--- src/rtl/rs232_tx_arb.sv ---
// Line-granular round-robin arbiter in front of one byte-wide serial transmitter.
// One arbitration cycle per grant; byte handshake is a combinational pass-through while locked.
module rs232_tx_arb #(
    parameter int          N        = 4,
    parameter int          TIMEOUT  = 1024,
    parameter int          MAX_LINE = 128,
    parameter logic [7:0]  EOL      = 8'h0A,
    localparam int         GW       = (N > 1) ? $clog2(N) : 1
) (
    input  logic            clk,
    input  logic            rst,
    input  logic [N-1:0]    req_val,
    input  logic [N*8-1:0]  req_bits,
    output logic [N-1:0]    req_rdy,
    input  logic            tx_rdy,
    output logic            tx_val,
    output logic [7:0]      tx_bits,
    output logic [GW-1:0]   gnt_id,
    output logic            busy
);

    localparam int IW = $clog2(TIMEOUT);
    localparam int LW = $clog2(MAX_LINE + 1);

    typedef enum logic {IDLE, LOCKED} state_t;

    state_t         state_q, state_d;
    logic [GW-1:0]  gnt_q, gnt_d;
    logic [GW-1:0]  last_q, last_d;
    logic [IW-1:0]  idle_q, idle_d;
    logic [LW-1:0]  len_q, len_d;

    logic           pick_found;
    logic [GW-1:0]  pick_idx;
    logic [GW-1:0]  cand;
    logic           g_val;
    logic [7:0]     g_bits;
    logic           xfer;
    logic           rel;

    // Search starts just after the previous grantee, so it ends up lowest priority.
    always_comb begin
        pick_found = 1'b0;
        pick_idx   = last_q;
        cand       = last_q;
        for (int k = 1; k <= N; k++) begin
            cand = GW'((int'(last_q) + k) % N);
            if (!pick_found && req_val[cand]) begin
                pick_found = 1'b1;
                pick_idx   = cand;
            end
        end
    end

    always_comb begin
        g_val   = 1'b0;
        g_bits  = 8'h00;
        req_rdy = '0;
        for (int i = 0; i < N; i++) begin
            if (gnt_q == GW'(i)) begin
                g_val      = req_val[i];
                g_bits     = req_bits[i*8 +: 8];
                req_rdy[i] = busy & tx_rdy;
            end
        end
    end

    assign busy    = (state_q == LOCKED);
    assign tx_val  = busy & g_val;
    assign tx_bits = g_bits;
    assign gnt_id  = gnt_q;
    assign xfer    = tx_val & tx_rdy;

    always_comb begin
        state_d = state_q;
        gnt_d   = gnt_q;
        last_d  = last_q;
        idle_d  = idle_q;
        len_d   = len_q;
        rel     = 1'b0;
        case (state_q)
            IDLE: begin
                if (pick_found) begin
                    state_d = LOCKED;
                    gnt_d   = pick_idx;
                    idle_d  = '0;
                    len_d   = '0;
                end
            end
            LOCKED: begin
                // A stalled byte (valid but transmitter not ready) is not idle time.
                if (xfer) begin
                    len_d  = len_q + LW'(1);
                    idle_d = '0;
                    rel    = (g_bits == EOL) || (len_q + LW'(1) == LW'(MAX_LINE));
                end else if (!g_val) begin
                    idle_d = idle_q + IW'(1);
                    rel    = (idle_q == IW'(TIMEOUT - 1));
                end
                if (rel) begin
                    state_d = IDLE;
                    last_d  = gnt_q;
                end
            end
            default: state_d = IDLE;
        endcase
    end

    always_ff @(posedge clk) begin
        if (rst) begin
            state_q <= IDLE;
            gnt_q   <= '0;
            last_q  <= GW'(N - 1);
            idle_q  <= '0;
            len_q   <= '0;
        end else begin
            state_q <= state_d;
            gnt_q   <= gnt_d;
            last_q  <= last_d;
            idle_q  <= idle_d;
            len_q   <= len_d;
        end
    end

endmodule

--- config.mk ---
export PLATFORM = sky130hd
export DESIGN_NAME = rs232_tx_arb
export DESIGN_NICKNAME = d
export VERILOG_FILES = /design/src/rtl/rs232_tx_arb.sv
export SDC_FILE = /design/constraint.sdc
export NUM_CORES = 1
export LEC_CHECK = 0
export CELL_PAD_IN_SITES_DETAIL_PLACEMENT = 2
export CELL_PAD_IN_SITES_GLOBAL_PLACEMENT = 2
export CORE_ASPECT_RATIO = 1.4
export CORE_MARGIN = 1.5
export CORE_UTILIZATION = 27
export CTS_CLUSTER_SIZE = 12
export DETAILED_ROUTE_END_ITERATION = 10
export PLACE_DENSITY = 0.84
export SLEW_MARGIN = 10
export SYNTH_ARGS = -nofsm -noshare
export SYNTH_HDL_FRONTEND = slang
export SYNTH_SLANG_ARGS = --single-unit
--- constraint.sdc ---
create_clock -name clk -period 3.6 [get_ports clk]
set_clock_uncertainty 0.05 [all_clocks]
set_input_delay 0.9 -clock clk [delete_from_list [all_inputs] [get_ports clk]]
set_output_delay 0.9 -clock clk [all_outputs]
set_load 0.02 [all_outputs]
==> results of run 1 <==
-- stage by stage --
step / util [%] / instances / area, um2 / setup WS, ps / hold WS (ps)
after global routing: 40.9 / 289 / 2140 / 70.4 / 492
final: 40.9 / 289 / 2140 / 114 / 466
after detailed placement: 40.0 / 285 / 2090 / 114 / 460
after floorplan: - / 167 / 1480 / 1010 / 408
after CTS: 40.9 / 289 / 2140 / 112 / 472
after global placement: 40.0 / 285 / 2090 / 136 / 434
-- per-layer routing --
layer / vias up / track usage (%)
met5: - / 0
met3: 8 / 2.24
li1: 726 / -
met2: 13 / 34.6
met1: 761 / 21.1
met4: 0 / 5.90
-- sequential cells by signal, summed over array words and instances, names as in the netlist --
name,count
busy,1
last_q,2
gnt_id,2
idle_q,10
len_q,8
-- power by group through the flow --
stage | Combinational [mW] | Clock [mW] | Sequential (mW)
floorplan | 0.0813 | 0 | 0.269
finish | 0.170 | 0.169 | 0.263
global route | 0.182 | 0.185 | 0.264
global placement | 0.166 | 0 | 0.269
CTS | 0.172 | 0.176 | 0.263
detailed placement | 0.171 | 0 | 0.269
-- Yosys cell counts (all sizes together) --
master | count | share of area, %
nor2b | 1 | 0.42
and3 | 2 | 1.2
mux2i | 3 | 2.0
xnor2 | 9 | 5.3
o21ai | 9 | 3.0
or2 | 1 | 0.42
o32ai | 1 | 0.59
or3 | 2 | 0.84
a211oi | 2 | 1.0
and3b | 1 | 0.59
o22ai | 2 | 0.84
buf | 7 | 4.3
a22oi | 1 | 0.51
nor4b | 4 | 2.8
nand3b | 3 | 1.5
clkbuf | 4 | 1.0
nor3b | 4 | 2.4
ha | 2 | 1.7
a31oi | 1 | 0.42
inv | 3 | 0.76
mux4 | 9 | 14
dfxtp | 23 | 31
nor3 | 4 | 1.7
nor2 | 29 | 7.5
a21oi | 10 | 3.4
and2 | 2 | 0.84
nand2 | 9 | 2.3
or4 | 1 | 0.51
nand3 | 8 | 2.7
a2bb2oi | 1 | 0.59
nor4 | 7 | 3.0
and4 | 2 | 1.2
-- path summary, 6_finish.rpt --
check              endpoint  slack [ps]  depth (start not counted)
setup / recovery     tx_val         110                          4
hold / removal     len_q[7]         470                          2
setup reg to reg  idle_q[6]        1430                          7
hold reg to reg    len_q[7]         470                          2
-- final cells by class --
type | count | area (um2)
multi-input combinational | 130 | 932
tap | 66 | 82.6
clock buffer | 4 | 45.0
fill | 628 | 3100
timing repair buffer | 63 | 608
sequential | 23 | 460
inverter | 3 | 11.3
-- cell families after synthesis --
logic type,share of synthesized area [%]
xor gates and xnor gates,5.32
AOI/OAI and AO/OA,10.4
DFF,31.1
muxes,15.7
and+or+nand+nor,29.8
adders and majority gates,1.69
buffers and inverters,6.07
-- critical path: cells and delay by family --
family,cells,cell delay (ps)
buf+inv,2,950
mux,1,500
simple gates,1,170
==> results.toml, run 1 <==
[clock_tree]
postCtsHoldBufs = 0
post_cts_resized = 0
cts.path.max_buffers = 2
post_cts_buffers = 0
clock-sinks = 23
cts_tree = "built"
clockRootBuffer = "clkbuf_8"
clk-insertion-delay-late_ps = 270
cts.clk_slew.worst_paths_ps = 90
cts_buffers = 3
h-tree-depth = 1

[power]
switching_share_pct = 28.0
p_switching_mw = 0.169
clkPwrFrac_pct = 28.0
internal_power_mw = 0.433
powerDensity_nw_per_um2 = 281
share_comb_of_total_power_pct = 28.2
irDropWorstVdd_mv = 0.239
p_seq_share_pct = 43.7
p_leak_nw = 0.728
finalPower_mw = 0.602

[logic_synthesis]
yosysUniqueCellTypes = 40
ys_seq_area_share_pct = 31.1
ys_ff_latch = 23
synth_area_um2 = 1480
avgSynthCellArea_um2 = 8.88
syn_inst = 167
ys_warn_count = 0
synth_fp_nets = 208

[critical_path]
r2r-start = "gnt_id[0]"
required_ps = 2650
crit_start = "req_val[3]"
cp_cell_sequence = "clkdlybuf4s50_1 -> mux4_2 -> and2_1 -> clkdlybuf4s50_1"
critPathMaxStageDelay_ps = 530
startpoint_type = "input pin"
cp.arrival_ps = 2540
slowest_stage = "clkdlybuf4s50_1"
critPathKind = "in -> out"
cp-end-kind = "output pin"
cp_common_cell = "clkdlybuf4s50_1"
critical_path.max_fanout = 2

[final_layout]
mostFrequentLayoutCell = "clkdlybuf4s50_1"
mostFrequentLayoutCells = "54 x clkdlybuf4s50_1, 28 x nor2_1, 23 x dfxtp_1"
fin_nets = 265
antennaDiodeCount = 0
synthToLayoutAreaGrowth_pct = 44.3
drive_gt1_share_pct = 12.1

[grt]
grt_max_degree = 17
grt.overflow.total = 0
grt_pass1_wl_um = 8570
antenna_found_initial = 0
first_global_vias = 1684
track_usage_pct = 18.6

[hold_path]
hp-class = "reg -> reg"
hp-start = "len_q[7]"

[routing]
remaining_drc_errors = 0
top_layer = "met4"
antenna_left = 0
wl_met3_um = 55
wl_per_cell_um = 17.7
dr.pass1.iters = 4
drt-initial-drc-count = 25
m1WireLength_um = 2070
vias_per_cell = 5.22
totalWireLength_um = 5110
wl_met2_um = 2890
num_vias = 1508

[timing]
setup_viol = 0
slew_viol_final = 0
relSlewSlack_pct = 62.2
clock.fmax_mhz = 287
setup_tns_ps = 0
rsz0062_at_grt = "false"
fin_crit_sh_pct = 96.8
worst_pin_slew_ps = 562
period_needed_ps = 3490
hold_viol = 0

[die]
floorplan.initialDensity_pct = 28.3
fp.dieH_um = 90.7
core_area_um2 = 5240
rows = 31
die_width_um = 65.6
die_area_um2 = 5950
ios = 55

[placed_design]
dp_hpwl_um = 4170
gp_congestion = 0.744
port_buffers = 54

[flow_run]
cap_violations = 0

[status]
status = "completed"
No activity file was read; power rests on OpenSTA's default activity.
==> run 2, diff against run 1 <==
PLACE_DENSITY = unset   (was 0.84)
PLACE_DENSITY_LB_ADDON = 0.1   (was unset)
==> run 2 against run 1 <==
Largest cell class unchanged. Cell count is 0.35% higher. Sequential share of layout area is 0.11 points lower. Critical endpoint unchanged. Routed wire length is 4.9% higher.
==> results.toml, run 2 (same netlist as run 1, synthesis figures left out) <==
[final_layout]
largest_register_ffs = 10
drive_gt1_share_pct = 12.9
fin_nets = 266
largest_registers = "idle_q: 10 flops, len_q: 8 flops"
synthToLayoutAreaGrowth_pct = 45.1
mostFrequentLayoutCells = "54 x clkdlybuf4s50_1, 28 x nor2_1, 23 x dfxtp_1"
mostFrequentLayoutCell = "clkdlybuf4s50_1"
multi_input_area_um2 = 932
regMostFlops = "idle_q"
ff_latch_area_um2 = 460
fin_util_pct = 41.1
nFillCells = 599
antennaDiodeCount = 0

[clock_tree]
cts_buffers = 3
cts.path.max_buffers = 2
clk-insertion-delay-late_ps = 280
clock-sinks = 23
cts_tree = "built"
post_cts_buffers = 0
h-tree-depth = 1
cts.clk_slew.worst_paths_ps = 90
post_cts_resized = 0
postCtsHoldBufs = 0
clockRootBuffer = "clkbuf_8"

[routing]
m1WireLength_um = 1830
top_layer = "met4"
remaining_drc_errors = 0
antenna_left = 0
wl_per_cell_um = 18.5
drt-initial-drc-count = 25
num_vias = 1516
wl_met3_um = 265
vias_per_cell = 5.23
dr.pass1.iters = 4
wl_met2_um = 3170
totalWireLength_um = 5370

[power]
p_leak_nw = 0.731
irDropWorstVdd_mv = 0.137
powerDensity_nw_per_um2 = 280

[timing]
clock.fmax_mhz = 289
rsz0062_at_grt = "false"
setup_tns_ps = 0
worst_pin_slew_ps = 423
fin_crit_sh_pct = 96.2
hold_viol = 0
setup_viol = 0
period_needed_ps = 3460
slew_viol_final = 0
relSlewSlack_pct = 71.4

[critical_path]
critPathKind = "in -> out"
critPathMaxStageDelay_ps = 530
cp.arrival_ps = 2510
cp_cell_sequence = "clkdlybuf4s50_1 -> mux4_2 -> and2_1 -> clkdlybuf4s50_1"
required_ps = 2650
critical_path.max_fanout = 2
cp-end-kind = "output pin"
slowest_stage = "clkdlybuf4s50_1"
startpoint_type = "input pin"
cp_common_cell = "clkdlybuf4s50_1"

[grt]
first_global_vias = 1650
antenna_found_initial = 0
grt_max_degree = 18
grt.overflow.total = 0
track_usage_pct = 18.4
grt_pass1_wl_um = 8430

[die]
rows = 31
die_width_um = 65.6
core_area_um2 = 5240
die_area_um2 = 5950
fp.dieH_um = 90.7
floorplan.initialDensity_pct = 28.3
ios = 55

[placed_design]
dp_hpwl_um = 4450
port_buffers = 54
gp_congestion = 0.773

[flow_run]
cap_violations = 0

[status]
status = "completed"

[hold_path]
hp-class = "reg -> reg"
-- run 2: cell count changes in the layout (fill, tap and decap cells not counted) --
cell        before  now
clkbuf_1         1    0
clkinvlp_4       0    1
buf_4            9   10
-- run 2: per-stage QoR --
| stage | instances | instance area (um2) | hold slack [ps] | worst slack, ps | power, mW |
|---|---|---|---|---|---|
| 2_1_floorplan | 167 | 1480 | 408 | 1010 | 0.351 |
| 3_3_place_gp | 286 | 2100 | 428 | 160 | 0.435 |
| 3_5_place_dp | 286 | 2100 | 436 | 122 | 0.442 |
| 4_1_cts | 290 | 2150 | 451 | 122 | 0.615 |
| 5_1_grt | 290 | 2150 | 504 | 65.2 | 0.633 |
| 6_report | 290 | 2150 | 453 | 137 | 0.602 |
-- run 2: final timing paths --
kind / slack (ps) / endpoint / from / cells past startpoint
max reg2reg: 1410 / idle_q[6] / gnt_id[0] / 7
min: 450 / len_q[7] / len_q[7] / 2
max: 140 / tx_val / req_val[3] / 4
min reg2reg: 450 / len_q[7] / len_q[7] / 2
-- run 2: area by class of cell --
cell class                 count  area share [%]
inverter                       3           0.524
timing repair buffer          64            28.6
tap                           66            3.84
multi-input combinational    130            43.3
clock inverter                 1           0.349
clock buffer                   3            1.92
sequential                    23            21.4
-- run 2: report_power, final --
part / internal [mW] / switching, mW
combinational: 0.0967 / 0.0754
sequential: 0.258 / 0.00300
clock: 0.0786 / 0.0901
total: 0.433 / 0.168
-- run 2: critical path, delay by kind of cell --
family	cells	cell delay [ps]
buffers and inverters	2	960
multiplexers	1	480
AND/OR/NAND/NOR	1	170
-- run 2: layer usage --
layer	track usage [%]	vias up
li1	-	722
met1	16.9	749
met2	37.9	37
met3	3.87	8
met4	5.03	0
met5	0	-
